**config.mk**
```make
export PLATFORM = sky130hd
export DESIGN_NAME = ram_mc_ctrl
export DESIGN_NICKNAME = d
export VERILOG_FILES = /design/src/rtl/ram_ctrl_pkg.sv /design/src/rtl/rr_arbiter.sv /design/src/rtl/ram_mc_ctrl.sv
export SDC_FILE = /design/constraint.sdc
export NUM_CORES = 1
export LEC_CHECK = 0
export ABC_AREA = 0
export CAP_MARGIN = 20
export CORE_MARGIN = 2
export CORE_UTILIZATION = 35
export CTS_BUF_LIST = sky130_fd_sc_hd__clkbuf_8 sky130_fd_sc_hd__clkbuf_16
export CTS_CLUSTER_DIAMETER = 120
export DETAILED_ROUTE_END_ITERATION = 6
export GPL_TIMING_DRIVEN = 1
export PLACE_DENSITY_LB_ADDON = 0.15
export REMOVE_ABC_BUFFERS = 1
export SYNTH_ARGS = -nofsm -noshare
export SYNTH_HDL_FRONTEND = slang
export SYNTH_SLANG_ARGS = --single-unit
```
**constraint.sdc**
```tcl
create_clock -name clk -period 7.25 [get_ports clk]
set_input_delay 1.8125 -clock clk [delete_from_list [all_inputs] [get_ports clk]]
set_output_delay 1.8125 -clock clk [all_outputs]
set_load 0.03 [all_outputs]
```
**src/rtl/ram_ctrl_pkg.sv**
```systemverilog
// Shared types for the multi-channel RAM controller: FSM state encoding and
// the response pipeline entry carried from acceptance to response.
package ram_ctrl_pkg;

  localparam int CH_ID_W = 3;

  typedef enum logic [0:0] {
    RUN  = 1'b0,
    INIT = 1'b1
  } state_e;

  typedef struct packed {
    logic               vld;
    logic [CH_ID_W-1:0] ch;
    logic               rd;
    logic               err;
  } pipe_t;

  localparam pipe_t PIPE_IDLE = '{vld: 1'b0, ch: 3'd0, rd: 1'b0, err: 1'b0};

endpackage

```
**src/rtl/rr_arbiter.sv**
```systemverilog
// Round-robin arbiter: searches upward from the pointer with wrap-around;
// the pointer moves past the winner only when the grant is taken.
module rr_arbiter #(
  parameter int NUM_CH = 4
) (
  input  logic              clk,
  input  logic              rst_n,
  input  logic [NUM_CH-1:0] req,
  input  logic              advance,
  output logic [NUM_CH-1:0] grant
);

  localparam int PW = (NUM_CH > 1) ? $clog2(NUM_CH) : 1;

  logic [PW-1:0] r_ptr;
  logic [PW-1:0] w_gidx;
  logic [PW-1:0] w_ptr_nxt;

  // Walk offsets from farthest to nearest so the nearest requester wins
  always_comb begin
    int unsigned w_sum;
    grant  = '0;
    w_gidx = '0;
    for (int k = NUM_CH - 1; k >= 0; k--) begin
      w_sum  = 32'(r_ptr) + 32'(k);
      w_sum  = (w_sum >= 32'(NUM_CH)) ? (w_sum - 32'(NUM_CH)) : w_sum;
      grant  = req[w_sum[PW-1:0]] ? (NUM_CH'(1) << w_sum[PW-1:0]) : grant;
      w_gidx = req[w_sum[PW-1:0]] ? w_sum[PW-1:0] : w_gidx;
    end
  end

  assign w_ptr_nxt = (w_gidx == PW'(NUM_CH - 1)) ? '0 : (w_gidx + PW'(1));

  always_ff @(posedge clk or negedge rst_n) begin
    if (!rst_n) begin
      r_ptr <= '0;
    end else if (advance && (|grant)) begin
      r_ptr <= w_ptr_nxt;
    end
  end

endmodule

```
**src/rtl/ram_mc_ctrl.sv**
```systemverilog
// Multi-channel RAM controller: round-robin access to a single-port RAM with
// per-channel response routing and a zero-fill sweep on request.
module ram_mc_ctrl
  import ram_ctrl_pkg::*;
#(
  parameter int NUM_CH     = 4,
  parameter int DATA_WIDTH = 16,
  parameter int ADDR_WIDTH = 8,
  parameter int RAM_DEPTH  = 256,
  parameter int RD_LATENCY = 1
) (
  input  logic                         clk,
  input  logic                         rst_n,
  input  logic [NUM_CH-1:0]            req_valid,
  output logic [NUM_CH-1:0]            req_ready,
  input  logic [NUM_CH-1:0]            req_we,
  input  logic [NUM_CH*ADDR_WIDTH-1:0] req_addr,
  input  logic [NUM_CH*DATA_WIDTH-1:0] req_wdata,
  output logic [NUM_CH-1:0]            rsp_valid,
  output logic                         rsp_err,
  output logic [DATA_WIDTH-1:0]        rsp_rdata,
  input  logic                         init_start,
  output logic                         init_busy,
  output logic [ADDR_WIDTH-1:0]        ram_address,
  output logic                         ram_cs,
  output logic                         ram_we,
  output logic                         ram_oe,
  output logic [DATA_WIDTH-1:0]        ram_wdata,
  input  logic [DATA_WIDTH-1:0]        ram_rdata
);

  state_e                r_state;
  logic [ADDR_WIDTH-1:0] r_cnt;
  pipe_t                 r_pipe [RD_LATENCY];

  logic                  w_run;
  logic                  w_in_init;
  logic [NUM_CH-1:0]     w_req;
  logic [NUM_CH-1:0]     w_grant;
  logic                  w_acc;
  logic [CH_ID_W-1:0]    w_gch;
  logic                  w_gwe;
  logic [ADDR_WIDTH-1:0] w_gaddr;
  logic [DATA_WIDTH-1:0] w_gwdata;
  logic                  w_inrange;
  pipe_t                 w_tail;
  pipe_t                 w_head;

  // Gating with rst_n keeps the combinational outputs quiet while in reset
  assign w_run     = rst_n & (r_state == RUN);
  assign w_in_init = rst_n & (r_state == INIT);
  assign w_req     = req_valid & {NUM_CH{w_run}};

  rr_arbiter #(.NUM_CH(NUM_CH)) u_arb (
    .clk     (clk),
    .rst_n   (rst_n),
    .req     (w_req),
    .advance (w_acc),
    .grant   (w_grant)
  );

  assign req_ready = w_grant;
  assign w_acc     = |w_grant;

  // Grant is one-hot, so an AND-OR mux selects the winning channel's fields
  always_comb begin
    w_gch    = '0;
    w_gwe    = 1'b0;
    w_gaddr  = '0;
    w_gwdata = '0;
    for (int i = 0; i < NUM_CH; i++) begin
      w_gch    = w_gch | (CH_ID_W'(i) & {CH_ID_W{w_grant[i]}});
      w_gwe    = w_gwe | (req_we[i] & w_grant[i]);
      w_gaddr  = w_gaddr | (req_addr[i*ADDR_WIDTH +: ADDR_WIDTH] & {ADDR_WIDTH{w_grant[i]}});
      w_gwdata = w_gwdata | (req_wdata[i*DATA_WIDTH +: DATA_WIDTH] & {DATA_WIDTH{w_grant[i]}});
    end
  end

  assign w_inrange = ({1'b0, w_gaddr} < (ADDR_WIDTH + 1)'(RAM_DEPTH));

  always_comb begin
    if (w_in_init) begin
      ram_cs      = 1'b1;
      ram_we      = 1'b1;
      ram_oe      = 1'b0;
      ram_address = r_cnt;
      ram_wdata   = '0;
    end else if (w_acc && w_inrange) begin
      ram_cs      = 1'b1;
      ram_we      = w_gwe;
      ram_oe      = ~w_gwe;
      ram_address = w_gaddr;
      ram_wdata   = w_gwdata;
    end else begin
      ram_cs      = 1'b0;
      ram_we      = 1'b0;
      ram_oe      = 1'b0;
      ram_address = '0;
      ram_wdata   = '0;
    end
  end

  assign w_tail = '{vld: w_acc,
                    ch:  w_gch,
                    rd:  w_acc & ~w_gwe & w_inrange,
                    err: w_acc & ~w_inrange};

  always_ff @(posedge clk or negedge rst_n) begin
    if (!rst_n) begin
      for (int k = 0; k < RD_LATENCY; k++) begin
        r_pipe[k] <= PIPE_IDLE;
      end
    end else begin
      r_pipe[0] <= w_tail;
      for (int k = 1; k < RD_LATENCY; k++) begin
        r_pipe[k] <= r_pipe[k-1];
      end
    end
  end

  // The sweep owns the RAM for exactly RAM_DEPTH cycles; init_start is ignored meanwhile
  always_ff @(posedge clk or negedge rst_n) begin
    if (!rst_n) begin
      r_state <= RUN;
      r_cnt   <= '0;
    end else begin
      case (r_state)
        RUN: begin
          if (init_start) begin
            r_state <= INIT;
            r_cnt   <= '0;
          end
        end
        INIT: begin
          if (r_cnt == ADDR_WIDTH'(RAM_DEPTH - 1)) begin
            r_state <= RUN;
            r_cnt   <= '0;
          end else begin
            r_cnt <= r_cnt + ADDR_WIDTH'(1);
          end
        end
        default: begin
          r_state <= RUN;
          r_cnt   <= '0;
        end
      endcase
    end
  end

  assign w_head = r_pipe[RD_LATENCY-1];

  always_comb begin
    rsp_valid = '0;
    for (int i = 0; i < NUM_CH; i++) begin
      rsp_valid[i] = w_head.vld & (w_head.ch == CH_ID_W'(i));
    end
  end

  assign rsp_err   = w_head.vld & w_head.err;
  assign rsp_rdata = (w_head.vld & w_head.rd) ? ram_rdata : '0;
  assign init_busy = (r_state == INIT);

endmodule

```
==> impl_metrics.json <==
{
  "use_met2_pct": 49.24,
  "irDropWorstVdd_uv": 130.9,
  "powerDensity_mw_per_mm2": 244.5,
  "wl_per_cell_um": 17.98,
  "p_leak_nw": 1.588,
  "setup_slack_ns": 0.5485,
  "multi_input_area_mm2": 0.001484,
  "clk_latency_ns": 0.25,
  "top_usage_layer": "met2",
  "clkTransAtPathRegs_ns": 0.06,
  "tns_ns": 0,
  "cts_tree": "done",
  "use_met3_pct": 4.864,
  "post-route-util_pct": 68.94,
  "fin_crit_ns": 6.701,
  "final_cells": 499,
  "final_nets": 560,
  "clock_path_buffers": 2,
  "arrival_ns": 4.89,
  "crit_fanout": 30,
  "hold_ws_ns": 0.5539,
  "ys.flop_type": "dfrtp_1",
  "cts-buffers-inserted": 3,
  "dr_total_vias": 2788,
  "grt_overflow": 0,
  "met1_usage_pct": 29.79,
  "core-area_mm2": 0.005507,
  "synth_cells": 267,
  "dp_cells": 495,
  "die_area_mm2": 0.006322,
  "slew_violations": 0,
  "ctsHoldBuffers": 0,
  "drtPass1Iterations": 5,
  "area_delta_synth_final_pct": 90.22,
  "dp_hpwl_um": 7270,
  "final_hold_viol_count": 0,
  "grt_max_degree": 31,
  "drive_gt1_share_pct": 7.026,
  "fill_cells": 471,
  "num_rows": 27,
  "syn_area_per_cell_um2": 7.474,
  "worst_ep_required_time_ns": 5.44,
  "clock_skew_ns": 0.001540,
  "pre_cts_ws_ns": 0.6216,
  "regArea_um2": 375.4,
  "yosysWarnings": 0,
  "hold_path.class": "register to register",
  "start_kind": "primary input",
  "final_antenna_net_count": 0,
  "diodes": 0,
  "grt_pass1_wl_um": 13220,
  "ctsResizeCount": 0,
  "io_pins": 176,
  "cap_viol_max_count": 0,
  "crit_type": "primary input to output port",
  "maxSlewHeadroom_pct": 54.84,
  "synth.cell_area_mm2": 0.001996,
  "max_freq_mhz": 149.2,
  "drc_errors": 0,
  "setup_viol": 0,
  "htree_levels": 1,
  "synthDistinctLibCells": 48,
  "io_buffers": 174,
  "cts_root_buffer": "clkbuf_8",
  "end_kind": "output port",
  "viasPerCell": 5.587,
  "place.gp.congestion": 0.8562,
  "rsz0062_at_grt": "false",
  "async_reset_ff_share_pct": 100.0,
  "routed_wl_um": 8974,
  "antenna_found_initial": 0,
  "first_global_vias": 2648,
  "dr.first_iter.drc_count": 228,
  "die_w_um": 79.51,
  "worstMarginPinSlew_ns": 0.6774,
  "die_h_um": 79.51,
  "start_util_pct": 36.24,
  "fin_crit_sh_pct": 92.43,
  "synth_edf_count": 0,
  "track_usage_pct": 26.33,
  "cts_sinks": 15,
  "post_cts_buffers": 0,
  "yosysSeqAreaShare_pct": 18.81,
  "status": "completed",
  "synth-seq-cells": 15
}
power breakdown:
group	switching [mW]	total [mW]	internal [mW]
Sequential	0.0727	0.183	0.110
Clock	0.0295	0.0670	0.0375
Combinational	0.364	0.678	0.314
registers in the layout, summed over array words and instances, names as in the netlist:
| name | count |
|---|---|
| init_busy | 1 |
| u_arb.r_ptr | 2 |
| r_cnt | 8 |
| r_pipe | 4 |
synth_stat cells, drive strengths merged, types with 3 or more instances:
cell type / instances / area, um2
nand2: 58 / 217.7
ha: 9 / 112.6
nor2: 14 / 52.55
and3: 21 / 131.4
buf: 17 / 97.60
o21ai: 16 / 80.08
mux2: 3 / 33.78
nor2b: 4 / 25.02
a22oi: 8 / 60.06
nand3: 8 / 40.04
nand2b: 8 / 50.05
a222oi: 25 / 250.2
nand3b: 3 / 22.52
a211oi: 5 / 42.54
a21oi: 8 / 43.79
mux4: 3 / 67.56
dfrtp: 15 / 375.4
clkbuf: 8 / 30.03
inv: 4 / 15.01
xnor2: 3 / 26.28
worst paths after layout:
check	to	from	slack, ns	depth (start not counted)
max in group asynchronous	r_cnt[4]	rst_n	5.13	2
hold reg to reg	r_cnt[0]	r_cnt[0]	0.55	1
setup / recovery	ram_wdata[12]	req_valid[0]	0.55	9
setup reg to reg	r_pipe[1]	u_arb.r_ptr[0]	3.55	9
min in group asynchronous	r_cnt[1]	rst_n	1.94	2
hold / removal	r_cnt[0]	r_cnt[0]	0.55	1
critical path, cell delays in order:
cell             delay, ns
clkdlybuf4s50_1       0.56
mux4_2                0.54
nor4_1                0.40
a22o_1                0.19
o22a_1                0.13
buf_4                 0.32
a222oi_1              0.17
nand2_1               0.09
clkdlybuf4s50_1       0.66
metal layers:
metal,share of wire (%),vias up
li1,-,1333
met1,39,1315
met2,52,121
met3,7.1,19
met4,2.1,0
met5,0,-
through the flow:
step / total power, mW / area, um2
4_1_cts: 0.9289 / 3796
3_3_place_gp: 0.8545 / 3751
5_1_grt: 0.9898 / 3796
6_report: 0.9281 / 3796
2_1_floorplan: 0.5639 / 1868
3_5_place_dp: 0.8598 / 3751
placed cells by master, fill, tap and decap left out, types with 5 or more instances in the layout:
master / instances
a21oi_1: 6
a222oi_1: 25
a22oi_1: 8
and3_1: 21
buf_4: 14
clkdlybuf4s50_1: 166
dfrtp_1: 15
ha_1: 9
inv_1: 5
nand2_1: 58
nand2b_1: 8
nand3_1: 8
nor2_1: 13
o21ai_0: 16
kinds of logic (layout without fill, tap and decap cells):
family	count (synthesis)	after routing	share of synthesized area (%)
adders and majority gates	9	9	5.643
AOI/OAI and AO/OA	72	72	28.46
other	1	1	0.1879
xor gates and xnor gates	5	5	2.195
and+or+nand+nor	128	128	31.47
buffers and inverters	29	189	7.147
DFF	15	15	18.81
muxes	8	8	6.081
final cells by class:
| type | count | area share (%) |
|---|---|---|
| Clock buffer | 3 | 1.088 |
| Clock inverter | 1 | 0.09888 |
| Inverter | 4 | 0.3955 |
| Multi-Input combinational cell | 223 | 39.09 |
| Sequential cell | 15 | 9.888 |
| Tap cell | 72 | 2.373 |
| Timing Repair Buffer | 181 | 47.07 |
Note: power is estimated with default switching activity, not from simulation.
